File: src/rtl/dtb_pkg.sv
// Shared types and default sizing for the trace packer.
// The capture FSM state type is used by the packer and by anything observing its debug state.
package dtb_pkg;

    localparam int TRB_WIDTH       = 32;
    localparam int TRB_MAX_TRACES  = 8;
    localparam int TRB_NTRACE_BITS = $clog2(TRB_MAX_TRACES) + 1;

    typedef enum logic [1:0] {
        IDLE      = 2'd0,
        ARMED     = 2'd1,
        TRIGGERED = 2'd2,
        DONE      = 2'd3
    } trace_packer_state_t;

endpackage

File: src/rtl/trace_out_slot.sv
// Single-entry output register for packed trace words with a sticky overflow flag.
// A word offered while the slot is still held (valid and not ready) is dropped.
module trace_out_slot #(
    parameter int WIDTH = 32,
    parameter int POS_W = 5
) (
    input  logic             clk,
    input  logic             rst_n,
    input  logic             clear,
    input  logic             load,
    input  logic [WIDTH-1:0] load_data,
    input  logic             load_trg,
    input  logic [POS_W-1:0] load_pos,
    input  logic             ready,
    output logic [WIDTH-1:0] data,
    output logic             trg,
    output logic [POS_W-1:0] pos,
    output logic             valid,
    output logic             overflow
);

    // Handshake: a transfer happens on a clock edge where valid and ready are both high;
    // while valid is high and no transfer has happened, data/trg/pos stay unchanged.
    // A load arriving in the transfer cycle replaces the word and keeps valid high.
    always_ff @(posedge clk or negedge rst_n) begin
        if (!rst_n) begin
            data     <= '0;
            trg      <= 1'b0;
            pos      <= '0;
            valid    <= 1'b0;
            overflow <= 1'b0;
        end else if (clear) begin
            data     <= '0;
            trg      <= 1'b0;
            pos      <= '0;
            valid    <= 1'b0;
            overflow <= 1'b0;
        end else if (load && valid && !ready) begin
            overflow <= 1'b1;
        end else if (load) begin
            data  <= load_data;
            trg   <= load_trg;
            pos   <= load_pos;
            valid <= 1'b1;
        end else if (valid && ready) begin
            valid <= 1'b0;
        end
    end

endmodule

File: src/rtl/trace_packer.sv
// Packs 2^k trace lanes per sample LSB-first into WIDTH-bit words, flags the trigger
// word, and in trace mode stops DELAY words after the trigger word.
module trace_packer import dtb_pkg::*; #(
    parameter int WIDTH       = TRB_WIDTH,
    parameter int MAX_TRACES  = TRB_MAX_TRACES,
    parameter int DELAY_WIDTH = 16
) (
    input  logic                          CLK_I,
    input  logic                          RST_NI,
    input  logic                          CONF_UPDATE_I,
    input  logic                          MODE_I,
    input  logic [$clog2(MAX_TRACES):0]   NTRACE_I,
    input  logic [DELAY_WIDTH-1:0]        DELAY_I,
    input  logic                          ENABLE_I,
    input  logic                          TRIG_I,
    input  logic [MAX_TRACES-1:0]         TRACE_I,
    output logic [WIDTH-1:0]              DATA_O,
    output logic [$clog2(WIDTH)-1:0]      EVENT_POS_O,
    output logic                          TRG_EVENT_O,
    output logic                          VALID_O,
    input  logic                          READY_I,
    output logic                          DONE_O,
    output logic                          OVERFLOW_O,
    output trace_packer_state_t           DBG_STATE_O
);

    localparam int KW      = $clog2(MAX_TRACES) + 1;
    localparam int LOG2_MT = $clog2(MAX_TRACES);
    localparam int POS_W   = $clog2(WIDTH);

    logic                   mode_q;
    logic [KW-1:0]          k_q;
    logic [DELAY_WIDTH-1:0] delay_q;
    trace_packer_state_t    state_q, state_d;
    logic [WIDTH-1:0]       fill_q;
    logic [POS_W-1:0]       off_q;
    logic                   trg_pend_q;
    logic [POS_W-1:0]       trg_pos_q;
    logic [DELAY_WIDTH-1:0] cnt_q;

    logic [KW-1:0]    k_eff;
    logic [POS_W:0]   n_act;
    logic [POS_W:0]   last_off;
    logic [WIDTH-1:0] lane_mask;
    logic [WIDTH-1:0] word_full;
    logic [POS_W-1:0] word_pos;
    logic             sampling, last_slot, trg_now, word_done, word_is_trg, cnt_inc, stop;

    always_comb begin
        k_eff     = (k_q > KW'(LOG2_MT)) ? KW'(LOG2_MT) : k_q;
        n_act     = (POS_W+1)'(1) << k_eff;
        last_off  = (POS_W+1)'(WIDTH) - n_act;
        lane_mask = (WIDTH'(1) << n_act) - WIDTH'(1);
        word_full = fill_q | ((WIDTH'(TRACE_I) & lane_mask) << off_q);
        sampling  = ENABLE_I && (state_q == ARMED || state_q == TRIGGERED);
        last_slot = ({1'b0, off_q} == last_off);
        trg_now   = sampling && (state_q == ARMED) && TRIG_I;
        word_done = sampling && last_slot;
        word_is_trg = trg_now || trg_pend_q;
        word_pos  = trg_now ? off_q : (trg_pend_q ? trg_pos_q : '0);
        // Post-trigger words are those completed after the trigger word, dropped or not.
        cnt_inc   = word_done && (state_q == TRIGGERED) && !word_is_trg;
        stop      = word_done && !mode_q &&
                    (word_is_trg ? (delay_q == '0)
                                 : (cnt_inc && (cnt_q + DELAY_WIDTH'(1) == delay_q)));
    end

    always_comb begin
        state_d = state_q;
        case (state_q)
            IDLE:    if (ENABLE_I) state_d = ARMED;
            ARMED:   if (trg_now) state_d = TRIGGERED;
            default: state_d = state_q;
        endcase
        if (stop) state_d = DONE;
        if (CONF_UPDATE_I) state_d = IDLE;
    end

    always_ff @(posedge CLK_I or negedge RST_NI) begin
        if (!RST_NI) begin
            mode_q     <= 1'b0;
            k_q        <= KW'(LOG2_MT);
            delay_q    <= '0;
            state_q    <= IDLE;
            fill_q     <= '0;
            off_q      <= '0;
            trg_pend_q <= 1'b0;
            trg_pos_q  <= '0;
            cnt_q      <= '0;
        end else begin
            state_q <= state_d;
            if (CONF_UPDATE_I) begin
                mode_q     <= MODE_I;
                k_q        <= NTRACE_I;
                delay_q    <= DELAY_I;
                fill_q     <= '0;
                off_q      <= '0;
                trg_pend_q <= 1'b0;
                trg_pos_q  <= '0;
                cnt_q      <= '0;
            end else if (sampling) begin
                if (last_slot) begin
                    fill_q     <= '0;
                    off_q      <= '0;
                    trg_pend_q <= 1'b0;
                    trg_pos_q  <= '0;
                end else begin
                    fill_q <= word_full;
                    off_q  <= POS_W'({1'b0, off_q} + n_act);
                    if (trg_now) begin
                        trg_pend_q <= 1'b1;
                        trg_pos_q  <= off_q;
                    end
                end
                if (cnt_inc) cnt_q <= cnt_q + DELAY_WIDTH'(1);
            end
        end
    end

    trace_out_slot #(
        .WIDTH (WIDTH),
        .POS_W (POS_W)
    ) u_slot (
        .clk       (CLK_I),
        .rst_n     (RST_NI),
        .clear     (CONF_UPDATE_I),
        .load      (word_done),
        .load_data (word_full),
        .load_trg  (word_is_trg),
        .load_pos  (word_pos),
        .ready     (READY_I),
        .data      (DATA_O),
        .trg       (TRG_EVENT_O),
        .pos       (EVENT_POS_O),
        .valid     (VALID_O),
        .overflow  (OVERFLOW_O)
    );

    assign DONE_O      = (state_q == DONE) && !VALID_O;
    assign DBG_STATE_O = state_q;

endmodule
File: config.mk
export PLATFORM = sky130hd
export DESIGN_NAME = trace_packer
export DESIGN_NICKNAME = d
export VERILOG_FILES = /design/src/rtl/dtb_pkg.sv /design/src/rtl/trace_out_slot.sv /design/src/rtl/trace_packer.sv
export SDC_FILE = /design/constraint.sdc
export NUM_CORES = 1
export LEC_CHECK = 0
export CAP_MARGIN = 20
export CORE_MARGIN = 10
export CORE_UTILIZATION = 45
export CTS_CLUSTER_DIAMETER = 200
export CTS_CLUSTER_SIZE = 10
export DETAILED_ROUTE_END_ITERATION = 6
export GPL_ROUTABILITY_DRIVEN = 0
export PLACE_DENSITY_LB_ADDON = 0.25
export SLEW_MARGIN = 15
export SYNTH_ARGS = -nofsm -noshare
export SYNTH_HDL_FRONTEND = slang
export SYNTH_SLANG_ARGS = --single-unit
File: constraint.sdc
create_clock -name CLK_I -period 6.65 [get_ports CLK_I]
set_input_delay 0.665 -clock CLK_I [delete_from_list [all_inputs] [get_ports CLK_I]]
set_output_delay 0.665 -clock CLK_I [all_outputs]
set_load 0.05 [all_outputs]
# == Word level (Yosys, flattened, before mapping) ==
# Cells that the tools add are included.
# totals
regBits,122
inputBits,35
output_inout_bits,43
elab_cells,106
# op_classes
addsub,4
magnitude_cmp,1
eq_ne,8
shift,3
mux,41
bitwise_logic,2
reduce_logical,33
# ops
operator,n
2-to-1 mux 32 bit,6
2-to-1 mux 5 bit,12
2-to-1 mux 16 bit,3
AND 8 x 32 -> 32 bit,1
OR 32 bit,1
<< shifter 1 x 6 -> 32 bit (first input constant),1
<< shifter 32 x 5 -> 32 bit,1
subtractor 32 x 2 -> 32 bit (second input constant),1
adder 16 x 1 -> 16 bit (second input constant),1
equality test 16 bit,1
zero test 16 bit,1
2-to-1 mux 1 bit,14
logical AND 1 bit,13
2-to-1 mux 2 bit,4
inequality test 4 bit (second input constant),2
AND reduction 2 bit,4
nonzero test 2 bit,4
equality test 5 x 6 -> 1 bit,1
nonzero test 3 bit,2
<< shifter 1 x 4 -> 6 bit (first input constant),1
subtractor 6 bit (first input constant),1
adder 5 bit,1
equality test 2 bit (second input constant),2
greater-than comparator 4 x 2 -> 1 bit (second input constant),1
other kinds (9),13

# == Longest topological paths before layout ==
# Gate-level depths: netlist of the first run.
# logic_depth
depth_word,13
depth_mapped,15
ltp_nobuf,14

# == Cells and area by module ==
# Synthesis of the first run repeated with hierarchy kept, for this count alone.
# hier_totals
hier_cells,800
area_unflattened_um2,7602.3
# by_module_without_submodules
module,instances,cells_each,area_each_um2,seq_area_each_um2
trace_packer,1,628,5607.9,2054.5
trace_out_slot,1,172,1994.4,1001.0

# == Worst setup path before layout of the first run ==
# Ideal clock, no wire load.
# synth_path
kind,register to register
startpoint,register k_q[3]
endpoint,register cnt_q[9]
setup_time_ns,0.136
t_arrival_ns,3.294
t_required_ns,6.514
path_slack_ns,3.220
stages_incl_launch_ff,14
path_buffers,2
period_less_slack_ns,3.430
path_cell_list,dfrtp_1 or3_1 nor2_1 inv_1 ha_1 ha_1 xor2_1 or4_4 nor3_4 nand3_2 clkbuf_1 clkbuf_1 o21ai_0 a21oi_1
# synth_via
elab_chain_len,10
# synth_lines
element,line_no,source
start: declaration,trace_packer.sv:32,logic [KW-1:0] k_q;
start signal: assignment,trace_packer.sv:82,k_q <= KW'(LOG2_MT);
greater-than comparator 4 x 2 -> 1 bit,trace_packer.sv:50,k_eff = (k_q > KW'(LOG2_MT)) ? KW'(LOG2_MT) : k_q;
2-to-1 mux 4 bit (*),trace_packer.sv:50,
<< shifter 1 x 4 -> 6 bit (*),trace_packer.sv:51,n_act = (POS_W+1)'(1) << k_eff;
subtractor 6 bit (*),trace_packer.sv:52,last_off = (POS_W+1)'(WIDTH) - n_act;
equality test 5 x 6 -> 1 bit (*),trace_packer.sv:56,"last_slot = ({1'b0, off_q} == last_off);"
logical AND 1 bit (*),trace_packer.sv:58,word_done = sampling && last_slot;
logical AND 1 bit (*) (2 in a row),trace_packer.sv:62,cnt_inc = word_done && (state_q == TRIGGERED) && !word_is_trg;
nonzero test 2 bit (no line) (*),-,
AND reduction 2 bit (no line) (*),-,
end signal: assignment,trace_packer.sv:115,if (cnt_inc) cnt_q <= cnt_q + DELAY_WIDTH'(1);
end: declaration,trace_packer.sv:39,logic [DELAY_WIDTH-1:0] cnt_q;
# Mark *: on every way between the ends. The rest lies on a longest branch, timed or not.
# A chain may end at the register's enable or synchronous reset.

# == Final worst setup path of the first run ==
# layout_path
startpoint,register k_q[3]
endpoint,"register state_q[0], in the netlist DBG_STATE_O[0]"
# layout_via
elab_chain_len,13
elab_cells_between_ends,18
classes_between,add/sub (1); order compare (1); eq/ne (3); shift (1); mux (4); reduce/logical (8)
# layout_lines
element,line_no,source
greater-than comparator 4 x 2 -> 1 bit,trace_packer.sv:50,
2-to-1 mux 4 bit (*),trace_packer.sv:50,
<< shifter 1 x 4 -> 6 bit (*),trace_packer.sv:51,
subtractor 6 bit (*),trace_packer.sv:52,
equality test 5 x 6 -> 1 bit (*),trace_packer.sv:56,
logical AND 1 bit (*),trace_packer.sv:58,
logical AND 1 bit (2 in a row),trace_packer.sv:62,
logical AND 1 bit,trace_packer.sv:65,: (cnt_inc && (cnt_q + DELAY_WIDTH'(1) == delay_q)));
2-to-1 mux 1 bit,trace_packer.sv:64,(word_is_trg ? (delay_q == '0)
logical AND 1 bit (*),trace_packer.sv:63,stop = word_done && !mode_q &&
inequality test 4 bit (no line) (tied with other cells),-,
AND reduction 3 bit (no line) / 2-to-1 mux 2 bit (equally long branches),-,
end signal: assignment,trace_packer.sv:91,state_q <= state_d;
end: declaration,trace_packer.sv:34,"trace_packer_state_t state_q, state_d;"
# Marks and branches as above.

==> summary.json, run 1 <==
{
  "fin_setup_tns_ns": 0,
  "timing.clock.skew_ns": 0.00820,
  "final.hold.worst_slack_ns": 0.299,
  "floorplan.die_area_mm2": 0.0209,
  "post_synthesis_instance_area_mm2": 0.00699,
  "finalMaxSlewViolations": 0,
  "design.final.nets": 852,
  "holdBufCountCts": 0,
  "post_route_antenna_net_violation_count": 0,
  "max_freq_mhz": 236,
  "worstHoldPathType": "primary input to asynchronous set/reset pin",
  "cp_max_fo": 24,
  "ys.warnings.count": 0,
  "cts_max_level": 4,
  "gr-total-overflow": 0,
  "gate_count_of_the_mapped_netlist": 740,
  "core_area_mm2": 0.0152,
  "worst-slew-pin-transition_ns": 1.07,
  "synth_fp_nets": 792,
  "critPathTopFamily": "simple AND/OR/NAND/NOR gates",
  "max_slew_margin_pct": 28.9,
  "power_mw": 1.91,
  "layout.cells.most_common": "sky130_fd_sc_hd__dfrtp_1",
  "drt_pass1_iterations": 7,
  "vias_per_cell": 6.08,
  "antenna_diode_instance_count": 0,
  "vias_in_the_first_global_route": 6086,
  "flow.area_growth_from_synthesis_pct": 20.8,
  "syn-mean-instance-area_um2": 9.45,
  "std_cell_rows": 45,
  "cellLeakagePower_nw": 3.45,
  "clock_pin_slew_worst_setup_and_hold_paths_ns": 0.06,
  "cpMostUsedCell": "sky130_fd_sc_hd__ha_1",
  "critPathKind": "register to register",
  "cp_data_required_time_ns": 6.97,
  "grt_first_pass_wirelength_mm": 31.4,
  "portBuffers": 77,
  "grt_setup_unrepaired": "no",
  "post-route-period-util_pct": 63.8,
  "finalInstanceArea_mm2": 0.00845,
  "final.min_clock_period_ns": 4.24,
  "number_of_antenna_violations_at_the_first_check_in_global_routing": 0,
  "num_io_pins": 78,
  "avgRoutedWirePerCell_um": 19.0,
  "drt_wl_total_mm": 19.0,
  "groute.usage.overall_pct": 18.7,
  "post_route_cells_drive_above_1_share_pct": 11.4,
  "ys_types": 77,
  "dieHeight_um": 145,
  "worst_skew_pair_later_pin_latency_ns": 0.42,
  "clock_sink_count": 122,
  "crit_path_start_kind": "register",
  "clk_root_buffer_cell": "sky130_fd_sc_hd__clkbuf_16",
  "end_kind": "register",
  "dr_total_vias": 6090,
  "p_per_area_mw_per_mm2": 226,
  "synthArstFlopShare_pct": 100,
  "placed_cell_area_mm2": 0.00786,
  "synth.yosys.seq_area_share_pct": 43.7,
  "post_cts_resize_count": 0,
  "max-clock-path-buffers": 2,
  "first_iter_violations": 594,
  "synth-edff-count": 0,
  "crit_slowest_cell": "sky130_fd_sc_hd__or3_1",
  "report.final.hold_viol_count": 0,
  "tritoncts": "done",
  "cts_setup_buffers": 0,
  "cp_slowest_stage_delay_ns": 0.51,
  "worstPathArrival_ns": 4.56,
  "cts-buffers-inserted": 17,
  "ys_seq_elements": 122,
  "drt_drc_violations_left": 0,
  "worst_path_buffer_plus_inverter_count": 1,
  "layout.cells.most_common_list": "sky130_fd_sc_hd__dfrtp_1, sky130_fd_sc_hd__nand2_1, sky130_fd_sc_hd__clkdlybuf4s50_1, sky130_fd_sc_hd__nor2_1, sky130_fd_sc_hd__a21oi_1",
  "cp_cell_instances": "or3_1 -> nor2_1 -> inv_1 -> ha_1 -> ha_1 -> xor2_1 -> or4_4 -> nor3_4 -> nand3_2 -> nor4_1 -> a41oi_1 -> a211oi_1",
  "cap_viol_max_count": 0,
  "initial_utilization_pct": 46.0,
  "grt_start_max_net_pins": 67,
  "status": "complete, no violations",
  "timing.final.setup_violations": 0,
  "peakVddDrop_uv": 172,
  "place.detailed.hpwl_mm": 13.5,
  "chipWidth_um": 145,
  "synth_flop_cell": "sky130_fd_sc_hd__dfrtp_1"
}
metal layers:
metal | GRT usage (%) | vias to the layer above | wire length (um) | share of wire, %
met5 | 0 | - | 0 | 0
met4 | 6.91 | 0 | 353 | 1.9
met3 | 4.76 | 35 | 1270 | 6.7
met2 | 28.3 | 236 | 9010 | 47
met1 | 25.2 | 2993 | 8350 | 44
li1 | - | 2826 | - | -
layout make-up:
cell class	count	area (um^2)
fillers	1305	6750
multi-input cells	557	3690
flip-flops and latches	122	3060
repair buffers	83	806
clock buffers	22	494
well taps	188	235
clock inverters	10	91.3
inverters	19	76.3
cells by family (layout without fill, tap and decap cells):
| group | after synthesis | in the layout | synth area share [%] |
|---|---|---|---|
| multiplexers | 49 | 49 | 7.86 |
| XOR/XNOR | 34 | 34 | 4.26 |
| AO/OA/AOI/OAI | 198 | 198 | 19.3 |
| buffers and inverters | 61 | 134 | 3.56 |
| flip-flops | 122 | 122 | 43.7 |
| AND/OR/NAND/NOR | 259 | 259 | 18.1 |
| adder cells (fa/ha/maj) | 17 | 17 | 3.15 |
flip-flops by register name, indices dropped and copies added (netlist names), 4 cells and up:
name	flops
cnt_q	16
off_q	5
u_slot.data	32
fill_q	32
k_q	4
delay_q	16
u_slot.pos	5
trg_pos_q	5
metrics by stage:
stage	setup WS, ns	std cells	utilization (%)
floorplan	3.22	740	-
global placement	2.64	968	51.7
detailed placement	2.47	968	51.7
CTS	2.44	1000	55.5
global route	2.13	1001	55.6
finish	2.41	1001	55.6
cell usage after synthesis (9+ instances only):
cell | number | area (um^2)
sky130_fd_sc_hd__dfrtp_1 | 120 | 3000
sky130_fd_sc_hd__nand2_1 | 79 | 297
sky130_fd_sc_hd__nor2_1 | 70 | 263
sky130_fd_sc_hd__a21oi_1 | 48 | 240
sky130_fd_sc_hd__o21ai_0 | 38 | 190
sky130_fd_sc_hd__clkbuf_1 | 28 | 105
sky130_fd_sc_hd__nor3_1 | 25 | 125
sky130_fd_sc_hd__mux2_2 | 24 | 270
sky130_fd_sc_hd__o22ai_1 | 23 | 144
sky130_fd_sc_hd__mux2i_1 | 22 | 220
sky130_fd_sc_hd__xnor2_1 | 21 | 184
sky130_fd_sc_hd__nand3_1 | 18 | 90.1
sky130_fd_sc_hd__ha_1 | 16 | 200
sky130_fd_sc_hd__inv_1 | 15 | 56.3
sky130_fd_sc_hd__xor2_1 | 13 | 114
sky130_fd_sc_hd__or3_1 | 10 | 62.6
sky130_fd_sc_hd__a211oi_1 | 9 | 67.6
power breakdown:
part	switching, mW	internal, mW	total [mW]
Combinational	0.138	0.0878	0.226
Clock	0.337	0.561	0.898
Sequential	0.0259	0.761	0.787
Total	0.501	1.41	1.91
final timing paths:
kind                            start  cells after the start  slack (ns)             end
max                            k_q[3]                     12        2.41  DBG_STATE_O[0]
min                            RST_NI                      1        0.30      delay_q[9]
max reg2reg                    k_q[3]                     12        2.41  DBG_STATE_O[0]
min reg2reg                fill_q[28]                      2        0.48      fill_q[28]
max in group asynchronous      RST_NI                      2        5.03       fill_q[9]
min in group CLK_I         fill_q[28]                      2        0.48      fill_q[28]
No activity file was read; power rests on OpenSTA's default activity.
==> run 2: changes to the inputs <==
==> constraint.sdc (replaced) <==
create_clock -name CLK_I -period 4 [get_ports CLK_I]
set_input_delay 0.4 -clock CLK_I [delete_from_list [all_inputs] [get_ports CLK_I]]
set_output_delay 0.4 -clock CLK_I [all_outputs]
set_load 0.05 [all_outputs]
==> run 2 against run 1 <==
  * Die area stayed put
  * Sequential cell count stayed put
  * Critical path depth stayed put
  * Setup slack worse by 2.1 ns
  * Register-to-register slack worse by 2.1 ns
  * Clock-buffer cell count is 4 lower
==> summary.json, run 2 (same netlist as run 1, synthesis figures left out) <==
{
  "chipWidth": {"value": 145, "unit": "um", "change": "unchanged"},
  "max_freq": {"value": 267, "unit": "MHz", "change": "+13%"},
  "fin_setup_tns": {"value": 0, "unit": "ns", "change": "unchanged"},
  "fillers": {"value": 1324, "change": "+1.5%"},
  "worst-slew-pin-transition": {"value": 0.952, "unit": "ns", "change": "-0.114 ns"},
  "cp_max_fo": {"value": 8, "change": "-67%"},
  "floorplan.die_area": {"value": 0.0209, "unit": "mm^2", "change": "unchanged"},
  "largest_registers": "fill_q (32), u_slot.data (32)",
  "clock_sink_count": {"value": 122, "change": "unchanged"},
  "status": "complete, no violations",
  "cap_viol_max_count": {"value": 0, "change": "unchanged"},
  "sequential_cell_area": {"value": 0.00306, "unit": "mm^2", "change": "unchanged"},
  "place.detailed.hpwl": {"value": 13.5, "unit": "mm", "change": "+0.57%"},
  "post_route_antenna_net_violation_count": {"value": 0, "change": "unchanged"},
  "grt_start_max_net_pins": {"value": 76, "change": "+13%"},
  "design.final.nets": {"value": 859, "change": "+0.82%"},
  "avgRoutedWirePerCell": {"value": 19.0, "unit": "um", "change": "+0.13%"},
  "grt_setup_unrepaired": "no",
  "post_route_cells_drive_above_1_share": {"value": 12.2, "unit": "%", "change": "+0.77 points"},
  "worst_skew_pair_later_pin_latency": {"value": 0.42, "unit": "ns", "change": "about the same"},
  "critPathKind": "register to register",
  "p_per_area": {"value": 384, "unit": "mW/mm^2", "change": "+70%"},
  "clock_pin_slew_worst_setup_and_hold_paths": {"value": 0.05, "unit": "ns", "change": "about the same"},
  "cpMostUsedCell": "sky130_fd_sc_hd__ha_1",
  "critPathTopFamily": "simple AND/OR/NAND/NOR gates",
  "crit_cells": {"value": 12, "change": "unchanged"},
  "tritoncts": "done",
  "drt_wl_total": {"value": 19.1, "unit": "mm", "change": "+0.73%"},
  "footprint_of_the_multi_input_gates": {"value": 0.00369, "unit": "mm^2", "change": "+0.14%"},
  "cts-buffers-inserted": {"value": 17, "change": "unchanged"},
  "cts_max_level": {"value": 4, "change": "unchanged"},
  "worst_r2r_path_depth": {"value": 12, "change": "unchanged"},
  "vias_per_cell": {"value": 6.03, "change": "-0.91%"},
  "worstHoldPathType": "primary input to asynchronous set/reset pin",
  "worstPathArrival": {"value": 4.06, "unit": "ns", "change": "-0.50 ns"},
  "grt_first_pass_wirelength": {"value": 31.4, "unit": "mm", "change": "about the same"},
  "finalMaxSlewViolations": {"value": 0, "change": "unchanged"},
  "holdBufCountCts": {"value": 0, "change": "unchanged"},
  "worst_path_buffer_plus_inverter_count": {"value": 1, "change": "unchanged"},
  "drt_drc_violations_left": {"value": 0, "change": "unchanged"},
  "gr-total-overflow": {"value": 0, "change": "unchanged"},
  "max_slew_margin": {"value": 36.3, "unit": "%", "change": "+7.4 points"},
  "portBuffers": {"value": 77, "change": "unchanged"},
  "std_cell_rows": {"value": 45, "change": "unchanged"},
  "cellLeakagePower": {"value": 3.51, "unit": "nW", "change": "+1.8%"},
  "layout.cells.most_common_list": "sky130_fd_sc_hd__dfrtp_1, sky130_fd_sc_hd__nand2_1, sky130_fd_sc_hd__clkdlybuf4s50_1, sky130_fd_sc_hd__nor2_1, sky130_fd_sc_hd__a21oi_1",
  "antenna_diode_instance_count": {"value": 0, "change": "unchanged"},
  "report.final.hold_viol_count": {"value": 0, "change": "unchanged"},
  "timing.clock.skew": {"value": 0.00502, "unit": "ns", "change": "-0.00318 ns"},
  "post-route-period-util": {"value": 93.5, "unit": "%", "change": "+30 points"},
  "worst_setup_timing_slack_at_the_placement_stage": {"value": 0.181, "unit": "ns", "change": "-2.29 ns"},
  "dieHeight": {"value": 145, "unit": "um", "change": "unchanged"},
  "cp_data_required_time": {"value": 4.32, "unit": "ns", "change": "-2.65 ns"},
  "peakVddDrop": {"value": 318, "unit": "uV", "change": "+85%"},
  "initial_utilization": {"value": 46.0, "unit": "%", "change": "unchanged"},
  "cp_cell_instances": "or3_1 -> nor2_2 -> inv_1 -> ha_1 -> ha_1 -> xor2_1 -> or4_4 -> nor3_4 -> nand3_2 -> nor4_1 -> a41oi_1 -> a211oi_1",
  "end_kind": "register",
  "flow.area_growth_from_synthesis_pct": 22.3,
  "first_iter_violations": {"value": 524, "change": "-12%"},
  "final.min_clock_period": {"value": 3.74, "unit": "ns", "change": "-0.501 ns"},
  "timing.final.setup_violations": {"value": 0, "change": "unchanged"},
  "vias_in_the_first_global_route": {"value": 5991, "change": "-1.6%"},
  "number_of_antenna_violations_at_the_first_check_in_global_routing": {"value": 0, "change": "unchanged"},
  "post_cts_resize_count": {"value": 0, "change": "unchanged"},
  "max-clock-path-buffers": {"value": 2, "change": "unchanged"},
  "drt_pass1_iterations": {"value": 5, "change": "-2"},
  "cts_setup_buffers": {"value": 0, "change": "unchanged"},
  "dr_total_vias": {"value": 6071, "change": "-0.31%"},
  "layout.cells.most_common": "sky130_fd_sc_hd__dfrtp_1",
  "worst_slack": {"value": 0.260, "unit": "ns", "change": "-2.15 ns"},
  "cp_slowest_stage_delay": {"value": 0.51, "unit": "ns", "change": "about the same"},
  "crit_path_start_kind": "register",
  "crit_slowest_cell": "sky130_fd_sc_hd__or3_1",
  "clk_root_buffer_cell": "sky130_fd_sc_hd__clkbuf_16",
  "core_area": {"value": 0.0152, "unit": "mm^2", "change": "unchanged"},
  "groute.usage.overall": {"value": 18.8, "unit": "%", "change": "+0.086 points"},
  "num_io_pins": {"value": 78, "change": "unchanged"}
}
==> run 2: changes by cell type in the layout (fill, tap and decap cells not counted) <==
| cell | before | now |
|---|---|---|
| sky130_fd_sc_hd__buf_4 | 6 | 13 |
| sky130_fd_sc_hd__clkbuf_8 | 5 | 1 |
| sky130_fd_sc_hd__bufinv_16 | 1 | 4 |
| sky130_fd_sc_hd__clkinv_2 | 3 | 5 |
| sky130_fd_sc_hd__clkinvlp_4 | 5 | 3 |
| sky130_fd_sc_hd__buf_12 | 0 | 1 |
| sky130_fd_sc_hd__buf_2 | 2 | 1 |
| sky130_fd_sc_hd__nor3_1 | 25 | 24 |
| sky130_fd_sc_hd__nor3_2 | 0 | 1 |
==> run 2: per-stage QoR <==
stage	utilization, %	instance area (um^2)	hold slack [ns]	cells	total power, mW
after floorplan	-	6990	0.104	740	1.56
after global placement	52.1	7930	0.464	976	1.69
after detailed placement	52.1	7930	0.472	976	1.70
after CTS	56.2	8540	0.175	1007	3.30
after global routing	56.2	8550	0.212	1007	3.41
final	56.2	8550	0.135	1007	3.29
==> run 2: worst paths after layout <==
check	from	to	slack [ns]
min in group CLK_I	fill_q[7]	fill_q[7]	0.48
hold reg to reg	fill_q[7]	fill_q[7]	0.48
setup reg to reg	k_q[3]	DBG_STATE_O[1]	0.26
max in group asynchronous	RST_NI	off_q[3]	3.05
hold / removal	RST_NI	delay_q[7]	0.14
setup / recovery	k_q[3]	DBG_STATE_O[1]	0.26
==> run 2: area by class of cell <==
cell class                 count  area share, %
clock inverter                13           2.06
timing repair buffer          90           10.2
multi-input combinational    557           43.2
tap                          188           2.75
sequential                   122           35.7
clock buffer                  18           5.14
inverter                      19          0.893
==> run 2: layer usage <==
metal | GRT usage [%] | routed length [um] | vias to the layer above
met5 | 0 | 0 | -
met4 | 6.22 | 285 | 0
met3 | 4.59 | 1170 | 30
met2 | 29.3 | 9080 | 195
met1 | 25.0 | 8580 | 3003
li1 | - | - | 2843
==> run 2: worst register-to-register path, stage by stage, from the launching register on <==
cell and delay, ns:
sky130_fd_sc_hd__dfrtp_1 0.45, sky130_fd_sc_hd__or3_1 0.51, sky130_fd_sc_hd__nor2_2 0.21, sky130_fd_sc_hd__inv_1 0.09, sky130_fd_sc_hd__ha_1 0.24, sky130_fd_sc_hd__ha_1 0.29, sky130_fd_sc_hd__xor2_1 0.15, sky130_fd_sc_hd__or4_4 0.45
sky130_fd_sc_hd__nor3_4 0.28, sky130_fd_sc_hd__nand3_2 0.14, sky130_fd_sc_hd__nor4_1 0.28, sky130_fd_sc_hd__a41oi_1 0.23, sky130_fd_sc_hd__a211oi_1 0.30
==> run 2: report_power, final <==
group | internal (mW) | leakage [nW] | switching [mW]
logic | 0.150 | 1.56 | 0.226
registers | 1.27 | 1.65 | 0.0437
clock network | 1.05 | 0.297 | 0.552
==> run 3: changes to the inputs <==
--- a/config.mk
+++ b/config.mk
@@ -5,7 +5,7 @@
 export SDC_FILE = /design/constraint.sdc
 export NUM_CORES = 1
 export LEC_CHECK = 0
-export CAP_MARGIN = 20
+export CAP_MARGIN = 15
 export CORE_MARGIN = 10
 export CORE_UTILIZATION = 45
 export CTS_CLUSTER_DIAMETER = 200
==> results of run 3 <==
Same layout as run 2: the final DEF is identical, and so are final timing and power.
